[config.mk]
export PLATFORM = sky130hd
export DESIGN_NAME = vc_pop_arbiter
export DESIGN_NICKNAME = d
export VERILOG_FILES = /design/src/rtl/tl_pkg.sv /design/src/rtl/vc_pop_arbiter_rr_pick.sv /design/src/rtl/vc_pop_arbiter.sv
export SDC_FILE = /design/constraint.sdc
export NUM_CORES = 1
export LEC_CHECK = 0
export ABC_AREA = 1
export ABC_CLOCK_PERIOD_IN_PS = 7700
export BUFFER_PORTS_ARGS = -buffer_cell sky130_fd_sc_hd__buf_4
export CORE_MARGIN = 3
export CORE_UTILIZATION = 55
export CTS_BUF_LIST = sky130_fd_sc_hd__clkbuf_4 sky130_fd_sc_hd__clkbuf_8 sky130_fd_sc_hd__clkbuf_16
export CTS_CLUSTER_DIAMETER = 200
export DETAILED_ROUTE_END_ITERATION = 8
export HOLD_SLACK_MARGIN = 0.15
export PLACE_DENSITY = 0.76
export SKIP_CTS_REPAIR_TIMING = 1
export SLEW_MARGIN = 25
export SYNTH_ARGS = -nofsm -noshare
export SYNTH_HDL_FRONTEND = slang
export SYNTH_SLANG_ARGS = --single-unit
[constraint.sdc]
create_clock -name clk -period 7.7 [get_ports clk]
set_input_delay 1.155 -clock clk [delete_from_list [all_inputs] [get_ports clk]]
set_output_delay 1.155 -clock clk [all_outputs]
set_load 0.02 [all_outputs]
[src/rtl/tl_pkg.sv]
// Constants shared by the transaction-layer blocks: source count and index width,
// arbiter defaults and the one-hot arbiter state encoding.
package tl_pkg;
   localparam int N_SRC          = 8;
   localparam int ID_W           = 3;
   localparam int MAX_BURST_DFLT = 4;
   localparam int CNT_W_DFLT     = 3;

   localparam logic [1:0] ARB_IDLE  = 2'b01;
   localparam logic [1:0] ARB_GRANT = 2'b10;
endpackage

[src/rtl/vc_pop_arbiter_rr_pick.sv]
// Round-robin pick: first set bit of req at or after ptr, wrapping modulo N_SRC.
module rr_pick
   import tl_pkg::*;
(
   input  logic [N_SRC-1:0] req,
   input  logic [ID_W-1:0]  ptr,
   output logic             found,
   output logic [ID_W-1:0]  idx
);

   logic [ID_W-1:0] cand;

   // Scan from the farthest offset down so the nearest requester overwrites last.
   always_comb begin
      found = 1'b0;
      idx   = '0;
      cand  = '0;
      for (int k = N_SRC - 1; k >= 0; k--) begin
         cand = ptr + ID_W'(k);
         if (req[cand]) begin
            found = 1'b1;
            idx   = cand;
         end
      end
   end

endmodule

[src/rtl/vc_pop_arbiter.sv]
// Round-robin pop arbiter: grants one of N_SRC source FIFOs for a bounded burst and
// drives a one-hot pop into it while the downstream path has room.
module vc_pop_arbiter
   import tl_pkg::*;
#(
   parameter int MAX_BURST = MAX_BURST_DFLT,
   parameter int CNT_W     = CNT_W_DFLT
) (
   input  logic             clk,
   input  logic             reset,
   input  logic             enable,
   input  logic [N_SRC-1:0] empties,
   input  logic             almost_full,
   output logic [N_SRC-1:0] pop,
   output logic             data_valid,
   output logic [ID_W-1:0]  data_src,
   output logic             busy
);

   logic [1:0]       state, next_state;
   logic [ID_W-1:0]  owner, owner_nxt;
   logic [ID_W-1:0]  rr_ptr, rr_ptr_nxt;
   logic [CNT_W-1:0] burst_cnt, burst_cnt_nxt;

   logic             in_grant, owner_empty, pop_any, last_pop, release_c;
   logic [N_SRC-1:0] req_vec;
   logic [ID_W-1:0]  pick_ptr, pick_idx;
   logic             pick_found;

   logic             vld_p1, busy_p1;
   logic [ID_W-1:0]  src_p1;

   assign in_grant    = (state == ARB_GRANT);
   assign owner_empty = empties[owner];
   assign pop_any     = in_grant & enable & ~almost_full & ~owner_empty;
   assign pop         = pop_any ? (N_SRC'(1) << owner) : '0;
   assign last_pop    = pop_any & (burst_cnt == CNT_W'(MAX_BURST - 1));
   assign release_c   = in_grant & enable & (owner_empty | last_pop);

   // A releasing owner searches from the slot after itself; IDLE searches from rr_ptr.
   assign req_vec  = ~empties;
   assign pick_ptr = in_grant ? owner + ID_W'(1) : rr_ptr;

   rr_pick u_rr_pick (
      .req   (req_vec),
      .ptr   (pick_ptr),
      .found (pick_found),
      .idx   (pick_idx)
   );

   always_comb begin
      next_state    = state;
      owner_nxt     = owner;
      rr_ptr_nxt    = rr_ptr;
      burst_cnt_nxt = burst_cnt;
      if (!in_grant) begin
         next_state = ARB_IDLE;
         if (enable && pick_found) begin
            next_state    = ARB_GRANT;
            owner_nxt     = pick_idx;
            burst_cnt_nxt = '0;
         end
      end else if (!enable) begin
         next_state = ARB_IDLE;
         rr_ptr_nxt = owner + ID_W'(1);
      end else if (release_c) begin
         rr_ptr_nxt    = owner + ID_W'(1);
         burst_cnt_nxt = '0;
         if (pick_found) owner_nxt  = pick_idx;
         else            next_state = ARB_IDLE;
      end else if (pop_any) begin
         burst_cnt_nxt = burst_cnt + CNT_W'(1);
      end
   end

   // Stage p1: read strobe registered alongside the FIFO's one-cycle read latency.
   always_ff @(posedge clk) begin
      if (!reset) begin
         state     <= ARB_IDLE;
         owner     <= '0;
         rr_ptr    <= '0;
         burst_cnt <= '0;
         vld_p1    <= 1'b0;
         src_p1    <= '0;
         busy_p1   <= 1'b0;
      end else begin
         state     <= next_state;
         owner     <= owner_nxt;
         rr_ptr    <= rr_ptr_nxt;
         burst_cnt <= burst_cnt_nxt;
         vld_p1    <= pop_any;
         if (pop_any) src_p1 <= owner;
         busy_p1   <= (next_state == ARB_GRANT);
      end
   end

   assign data_valid = vld_p1;
   assign data_src   = src_p1;
   assign busy       = busy_p1;

endmodule

# After elaboration in Yosys (flattened, before gate mapping)
# Cells that the tools add are included.
totals:
  ff_bits: 16
  wordCells: 101
classes:
  add_sub_neg: 9
  n_lt_le_gt_ge: 9
  n_eq_ne: 8
  shifts: 1
  n_mux: 53
  n_bitwise: 9
  n_reduce_logical: 5
ops:
  columns: ["operator", "n"]
  rows:
  - ["$mux 3", 21]
  - ["$lt 3x4->1 const B", 9]
  - ["$bmux 1 s3", 9]
  - ["$mux 1", 17]
  - ["$add 3x3->3 const B", 4]
  - ["$mux 2", 5]
  - ["$add 3x1->3 const B", 3]
  - ["$mux 8", 1]
  - ["$not 8->8", 1]
  - ["$shl 1x3->8 const A", 1]
  - ["$add 3x2->3 const B", 2]
  - ["$ne 2x1->1 const B", 3]
  - ["$and 1x1->1", 5]
  - ["$eq 2x2->1 const B", 2]
  - ["$reduce_and 4->1", 1]
  - ["$eq 3x2->1 const B", 1]
  - ["$ne 3x1->1 const B", 1]
  - ["$reduce_and 3->1", 1]
  - ["$ne 2x2->1 const B", 1]
  - ["$not 1->1", 2]
  - ["$reduce_and 2->1", 1]
  - ["$reduce_bool 2->1", 1]
  - ["$logic_and 1x1->1", 1]
  - ["$or 1x1->1", 1]

# Longest topological paths before layout
# Gate-level depths: netlist of the first run.
logic_depth:
  word_depth: 18
  depth_mapped: 20
  ltp_nobuf: 19

# By module
# Synthesis of the first run repeated with hierarchy kept, for this count alone.
hier_totals:
  cells_unflattened: 272
  hier_area_um2: 1780.5
by_module_without_submodules:
  columns: ["mod", "n_inst", "cells_each", "area_per_inst_um2"]
  rows:
  - ["vc_pop_arbiter", 1, 150, 1041.0]
  - ["rr_pick", 1, 122, 739.5]

# Least setup slack after synthesis of the first run
# No wires, ideal clock.
synth_path:
  path_type: "in2out"
  start: "in empties[3]"
  end: "out pop[4]"
  t_arrival_ns: 2.266
  t_required_ns: 6.545
  slack_ns: 4.279
  stages: 8
  path_cell_list: "a21oi_1 > o21ai_0 > nand3_1 > o21a_1 > nand3_1 > inv_1 > nand2_1 > nor2_1"
synth_between:
  elab_chain_cells: 5
synth_rtl:
  columns: ["element", "line_no", "text"]
  rows:
  - ["from (decl)", "vc_pop_arbiter.sv:12", "input logic [N_SRC-1:0] empties,"]
  - ["$bmux 1 s3", "vc_pop_arbiter.sv:34", "assign owner_empty = empties[owner];"]
  - ["$mux 1 (not written as such)", "vc_pop_arbiter.sv:34", null]
  - ["$not 1->1", "vc_pop_arbiter.sv:35", "assign pop_any = in_grant & enable & ~almost_full & ~owner_empty;"]
  - ["$and 1x1->1", "vc_pop_arbiter.sv:35", null]
  - ["$mux 8", "vc_pop_arbiter.sv:36", "assign pop = pop_any ? (N_SRC'(1) << owner) : '0;"]
  - ["to (decl)", "vc_pop_arbiter.sv:14", "output logic [N_SRC-1:0] pop,"]
# No other way between the ends. The select of a mux whose other input is x is not followed.

# Worst setup path in the final report of the first run
layout_path:
  start: "in empties[5]"
  end: "out pop[6]"
# The elaborated chain is that of the path after synthesis.

==> reports/qor.yml, run 1 <==
nFillCells: 281
synth_seq_area_share_pct: 18.5
pwr_density_cell_nw_per_um2: 130
dr_wl_met3_um: 144
clockBufferDepth: 2
rows: 19
synth_edf_count: 0
synth_area_leaders: "nand2_1 19%, dfxtp_1 19%, inv_1 9.5%"
end_kind: "output port"
slew_headroom_pct: 69.6
place_hpwl_mm: 3.38
ys_seq_elements: 16
placed_area_um2: 1920
grt_max_degree: 15
grt.overflow.total: 0
synth_top_cell_by_area: "nand2_1"
cp_slowest_cell: "o21ai_0"
crit_path_max_incr_delay_ns: 0.22
worst_slew_pin_slew_ns: 0.455
setup_viol: 0
cts_root_buf: "clkbuf_4"
rsz0062_at_grt: "false"
synth_cell_types: 24
dp.cells: 356
swShare_pct: 40.1
die_area_um2: 3860
insertion_delay_ns: 0.29
syn_area_per_cell_um2: 5.87
path_delay_family: "buffers and inverters"
cts.htree.levels: 1
path_clk_slew_ns: 0.09
syn-num-nets: 316
p_leak_nw: 1.05
worstPathRequired_ns: 6.55
grt_antenna_before_repair: 0
max_cap_violations: 0
drtAntennaViolNets: 0
first_pass_iters: 5
crit_arrival_ns: 2.52
vias_per_cell: 5.00
ys.flop_type: "dfxtp_1"
drv_slew: 0
routed.top_layer: "met4"
drtIter0Drc: 108
tritoncts: "built"
die_w_um: 62.1
mostFrequentLayoutCells: "89 x nand2_1, 44 x inv_1, 30 x nand3_1"
cts_sinks: 16
fp.coreArea_um2: 2880
grt_pass1_vias: 1574
drive_above_1_share_pct: 22.0
totalPowerFinal_uw: 255
hold_viol_final: 0
die_h_um: 62.1
grt_pass1_wl_mm: 6.94
path_cells: "buf_4 > inv_1 > a21oi_1 > o21ai_0 > o21a_1 > nand3_1 > inv_1 > nand2_1 > nor2_1 > buf_4"
fin_crit_sh_pct: 47.8
wire_per_inst_um: 11.4
met1_length_mm: 1.84
p_sw_uw: 102
finalCriticalPeriod_ns: 3.68
wl_met2_mm: 2.06
drt-total-wl_mm: 4.11
netlist_area_um2: 1730
io_pins: 25
track_usage_pct: 23.9
max_freq_mhz: 272
max-vdd-ir-drop_mv: 0.0932
syn_inst: 295
start_util_pct: 60.2
via_count: 1800
clkPwrFrac_pct: 21.8
port_buffers: 24
drc_errors: 0
skew_ns: 0.00104
crit_type: "in2out"
final_cell_area_um2: 1960
final_cells: 360
async_reset_ff_share_pct: 0
path_buf_inv: 4
cts_made_buffers: 3
cp_max_fo: 7
ys_warn_count: 0
gp_congestion: 0.871
finalSetupTns_ns: 0
combPwrFrac_pct: 42.5
p_int_uw: 153
status: "finished, final reports clean"
hp-class: "reg2reg"
num-nets-final: 340
startpoint_type: "primary input"
mostFrequentLayoutCell: "nand2_1"
antenna_cells: 0
p_seq_share_pct: 35.7
area_growth_pct: 13.1
synth_top_area_share_pct: 19.3
cells by family (layout without fill, tap and decap cells):
family | count (synthesis) | after routing | synth area share (%)
simple gates | 177 | 177 | 49.3
fa+ha+maj | 9 | 9 | 6.51
buf+inv | 52 | 75 | 12.7
compound gates | 41 | 41 | 13.0
flops | 16 | 16 | 18.5
routing by layer:
metal | up-vias | track usage [%]
met5 | - | 0
met1 | 780 | 29.5
met4 | 0 | 7.58
li1 | 975 | -
met2 | 38 | 43.5
met3 | 7 | 1.65
Yosys cell counts (2+ instances only):
cell and count:
nor2_1 20, nand3_2 8, inv_2 3, nand2_4 4
nand3_1 30, ha_1 9, nand2_2 20, nand2_1 89
o21ai_2 3, o21ai_0 13, a21oi_1 21, nor2_2 2
nand4_1 2, buf_6 3, dfxtp_1 16, inv_1 44
state kept, by name, summed over array words and instances (netlist names):
signal and cells:
burst_cnt 3, data_src 3, owner 3, rr_ptr 3
state 2, busy 1, data_valid 1
power by group through the flow:
stage / logic (mW) / registers (mW) / clock network, mW
after global routing: 0.124 / 0.0919 / 0.0592
after CTS: 0.108 / 0.0912 / 0.0564
after global placement: 0.107 / 0.0932 / 0
final: 0.109 / 0.0912 / 0.0555
after detailed placement: 0.108 / 0.0932 / 0
after floorplan: 0.0869 / 0.0911 / 0
per-stage QoR:
| stage | setup slack, ns | utilization (%) | hold slack, ns |
|---|---|---|---|
| global route | 3.79 | 68.0 | 0.500 |
| detailed placement | 4.03 | 66.8 | 0.452 |
| finish | 4.02 | 68.0 | 0.465 |
| floorplan | 4.28 | - | 0.439 |
| global placement | 4.05 | 66.8 | 0.451 |
| CTS | 4.01 | 68.0 | 0.467 |
tightest hold or removal path, cell delays in order (launching register included):
cell and delay, ns:
dfxtp_1 0.32, nand2_1 0.06, a21oi_1 0.05
layout make-up:
cell class / count / area [um^2] / share of cell area, %
clock buffer: 4 / 36.3 / 1.85
inverter: 47 / 176 / 9.02
multi-input combinational: 227 / 1190 / 60.9
sequential: 16 / 320 / 16.4
tap: 42 / 52.6 / 2.69
timing repair buffer: 24 / 180 / 9.21
path summary, 6_finish.rpt:
path,from,to,slack [ns],cells after the start
setup / recovery,empties[5],pop[6],4.02,10
hold / removal,burst_cnt[2],burst_cnt[2],0.47,2
setup reg to reg,owner[0],burst_cnt[1],4.51,18
hold reg to reg,burst_cnt[2],burst_cnt[2],0.47,2
Power figures use the tool's default switching activity.
==> run 2: changes to the inputs <==
--- a/config.mk
+++ b/config.mk
@@ -5,8 +5,8 @@
 export SDC_FILE = /design/constraint.sdc
 export NUM_CORES = 1
 export LEC_CHECK = 0
-export ABC_AREA = 1
-export ABC_CLOCK_PERIOD_IN_PS = 7700
+export ABC_AREA = 0
+export ABC_CLOCK_PERIOD_IN_PS = 3700
 export BUFFER_PORTS_ARGS = -buffer_cell sky130_fd_sc_hd__buf_4
 export CORE_MARGIN = 3
 export CORE_UTILIZATION = 55
@@ -14,7 +14,7 @@
 export CTS_CLUSTER_DIAMETER = 200
 export DETAILED_ROUTE_END_ITERATION = 8
 export HOLD_SLACK_MARGIN = 0.15
-export PLACE_DENSITY = 0.76
+export PLACE_DENSITY = 0.75
 export SKIP_CTS_REPAIR_TIMING = 1
 export SLEW_MARGIN = 25
 export SYNTH_ARGS = -nofsm -noshare
==> constraint.sdc (replaced) <==
create_clock -name clk -period 3.7 [get_ports clk]
set_input_delay 0.555 -clock clk [delete_from_list [all_inputs] [get_ports clk]]
set_output_delay 0.555 -clock clk [all_outputs]
set_load 0.02 [all_outputs]
==> reports/qor.yml, run 2 <==
ys_seq_elements: 16  # unchanged
die_w_um: 69.4  # was 62.1 um
cp_max_fo: 7  # unchanged
finalCriticalPeriod_ns: 3.34
synth_seq_area_share_pct: 14.5  # was 18.5%
grt_antenna_before_repair: 0  # unchanged
synthTopCellsByCount: "24 x nand2_1, 23 x mux2i_1, 16 x dfxtp_1, 16 x nor2_1, 14 x inv_1"  # was 89 x nand2_1, 44 x inv_1, 30 x nand3_1, 21 x a21oi_1
num-nets-final: 283  # was 340
synth_cell_types: 61  # was 24
die_h_um: 69.4  # was 62.1 um
path_cells: "inv_1 > ha_1 > mux2i_4 > inv_1 > ha_1 > inv_1 > a211o_1 > nand2_1 > nand2_1 > o221ai_1 > nor3_1 > o311a_1 > a211o_1"  # was buf_4 > inv_1 > a21oi_1 > o21ai_0 > o21a_1 > nand3_1 > inv_1 > nand2_1 > nor2_1 > buf_4
worst_slew_pin_slew_ns: 0.481  # was 0.455 ns
max-vdd-ir-drop_mv: 0.236  # was 0.0932 mV
die_area_um2: 4810  # was 3860 um^2
synth_top_family_by_area: "multiplexers"  # was simple AND/OR/NAND/NOR gates
tritoncts: "built"  # unchanged
hp-class: "reg2reg"  # unchanged
synth_top_area_share_pct: 14.5  # was 19.3%
grt.overflow.total: 0  # unchanged
drt-total-wl_mm: 5.31  # was 4.11 mm
hold_path_end: "burst_cnt[2]"  # unchanged
gp_congestion: 0.956  # was 0.871
end_kind: "flop"  # was output port
hold_slack_ns: 0.523  # was 0.465 ns
drive_above_1_share_pct: 26.1  # was 22.0%
p_int_uw: 383  # was 153 uW
place_hpwl_mm: 3.93  # was 3.38 mm
p_seq_share_pct: 31.4  # was 35.7%
path_delay_family: "compound AO/OA/AOI/OAI gates"  # was buffers and inverters
hold_viol_final: 0  # unchanged
cts.htree.levels: 1  # unchanged
path_clk_slew_ns: 0.06  # was 0.09 ns
worstPathRequired_ns: 3.85  # was 6.55 ns
crit_path_max_incr_delay_ns: 0.52  # was 0.22 ns
synth_edf_count: 0  # unchanged
skew_ns: 0.00921  # was 0.00104 ns
clockBufferDepth: 2  # unchanged
hold_path_depth: 2  # unchanged
first_pass_iters: 5  # unchanged
clkPwrFrac_pct: 27.3  # was 21.8%
port_buffers: 24  # unchanged
pwr_density_cell_nw_per_um2: 260  # was 130 nW/um^2
slew_headroom_pct: 68.0  # was 69.6%
mostFrequentLayoutCell: "buf_4"  # was nand2_1
antenna_cells: 0  # unchanged
syn-num-nets: 266  # was 316
hp-start: "burst_cnt[2]"  # unchanged
cts_root_buf: "clkbuf_8"  # was clkbuf_4
grt_pass1_wl_mm: 8.76  # was 6.94 mm
max_cap_violations: 0  # unchanged
mostFrequentLayoutCells: "30 x buf_4, 24 x nand2_1, 23 x mux2i_1"  # was 89 x nand2_1, 44 x inv_1, 30 x nand3_1
rows: 22  # was 19
syn_area_per_cell_um2: 9.01  # was 5.87 um^2
cts_made_buffers: 3  # unchanged
drc_errors: 0  # unchanged
grt_pass1_vias: 1745  # was 1,574
synth.mux.area_fraction_pct: 25.4  # was 0%
synth_top_cell_by_area: "dfxtp_1"  # was nand2_1
syn_inst: 245  # was 295
r2r.worst_path.cells: 13  # was 18
wire_per_inst_um: 17.2  # was 11.4 um
start_util_pct: 58.6  # was 60.2%
p_leak_nw: 1.01  # was 1.05 nW
netlist_area_um2: 2210  # was 1730 um^2
reg2reg_setup_slack_ns: 0.36  # was 4.51 ns
fp.coreArea_um2: 3770  # was 2880 um^2
vias_per_cell: 6.21  # was 5.00
startpoint_type: "flop"  # was primary input
swShare_pct: 36.4  # was 40.1%
max_freq_mhz: 299
status: "finished, final reports clean"  # unchanged
reg2reg_from: "owner[0]"  # unchanged
via_count: 1920  # was 1,800
fin_crit_sh_pct: 90.4
finalSetupTns_ns: 0  # unchanged
area_growth_pct: 4.93  # was 13.1%
r2r_end: "owner[1]"  # was burst_cnt[1]
synth-xor-area-share_pct: 2.04  # was 0%
crit_arrival_ns: 3.49  # was 2.52 ns
synth_area_leaders: "dfxtp_1 15%, mux2i_1 10%, bufbuf_16 5.9%"  # was nand2_1 19%, dfxtp_1 19%, inv_1 9.5%
synth_most_common_cell: "nand2_1"  # unchanged
ys_warn_count: 0  # unchanged
crit_type: "reg2reg"  # was in2out
drtIter0Drc: 205  # was 108
io_pins: 25  # unchanged
drv_slew: 0  # unchanged
ys.flop_type: "dfxtp_1"  # unchanged
grt_max_degree: 25  # was 15
drtAntennaViolNets: 0  # unchanged
synth_compound_area_share_pct: 18.1  # was 13.0%
cp_slowest_cell: "dfxtp_1"  # was o21ai_0
yosys.area_share.simple_pct: 21.6  # was 49.3%
async_reset_ff_share_pct: 0  # unchanged
track_usage_pct: 22.3  # was 23.9%
synth-adder-area-share_pct: 5.10  # was 6.51%
cpMostUsedCell: "inv_1"
cts_sinks: 16  # unchanged
setup_viol: 0  # unchanged
p_sw_uw: 220  # was 102 uW
insertion_delay_ns: 0.27  # was 0.29 ns
rsz0062_at_grt: "false"  # unchanged
combPwrFrac_pct: 41.3  # was 42.5%
path_buf_inv: 3  # was 4
-- run 2: worst max path at each step --
stage | from | endpoint | cells past startpoint | slack [ns]
2_1_floorplan | owner[0] | owner[1] | 14 | 0.50
3_3_place_gp | owner[0] | owner[1] | 12 | 0.54
3_5_place_dp | owner[0] | owner[1] | 13 | 0.39
4_1_cts | owner[0] | owner[1] | 13 | 0.37
5_1_grt | owner[0] | owner[1] | 13 | 0.09
6_report | owner[0] | owner[1] | 13 | 0.36
-- run 2: cell type report --
cell class | instances | area, um^2
Clock buffer | 4 | 55.1
Sequential cell | 16 | 320
Multi-Input combinational cell | 196 | 1600
Timing Repair Buffer | 30 | 225
Inverter | 15 | 58.8
Fill cell | 330 | 1450
Tap cell | 48 | 60.1
-- run 2: worst reg2reg max path: cells and delay by family, from the launching register on --
kind,cells,cell delay [ns]
muxes,1,0.10
DFF,1,0.52
and+or+nand+nor,3,0.34
adders and majority gates,2,0.65
buffers and inverters,3,0.43
AOI/OAI and AO/OA,4,1.19
-- run 2: power groups by stage --
stage	Sequential, mW	Combinational, mW	Clock [mW]
2_1_floorplan	0.189	0.210	0
3_3_place_gp	0.192	0.242	0
3_5_place_dp	0.193	0.243	0
4_1_cts	0.189	0.245	0.169
5_1_grt	0.190	0.270	0.178
6_report	0.189	0.249	0.165
-- run 2: logic make-up (layout without fill, tap and decap cells) --
| logic type | Yosys count | after routing |
|---|---|---|
| buffers and inverters | 33 | 49 |
| XOR/XNOR | 3 | 3 |
| AND/OR/NAND/NOR | 87 | 87 |
| multiplexers | 43 | 43 |
| AO/OA/AOI/OAI | 54 | 54 |
| flip-flops | 16 | 16 |
| adder cells (fa/ha/maj) | 9 | 9 |
-- run 2: per-layer routing --
layer  vias up  wire (um)  global-route usage, %
met5         -          0                      0
met4         0         43                   4.99
met3         7        489                   5.51
met2        88       2460                   33.9
met1       899       2320                   31.7
li1        926          -                      -
-- run 2: through the flow --
step                      worst slack (ns)  area (um^2)  util (%)  power [mW]  cells
after global routing                0.0945         2320      61.4       0.639    309
after floorplan                      0.498         2210         -       0.399    245
final                                0.357         2320      61.4       0.603    309
after detailed placement             0.386         2260      60.0       0.436    305
after global placement               0.540         2260      60.0       0.434    305
after CTS                            0.374         2320      61.4       0.603    309
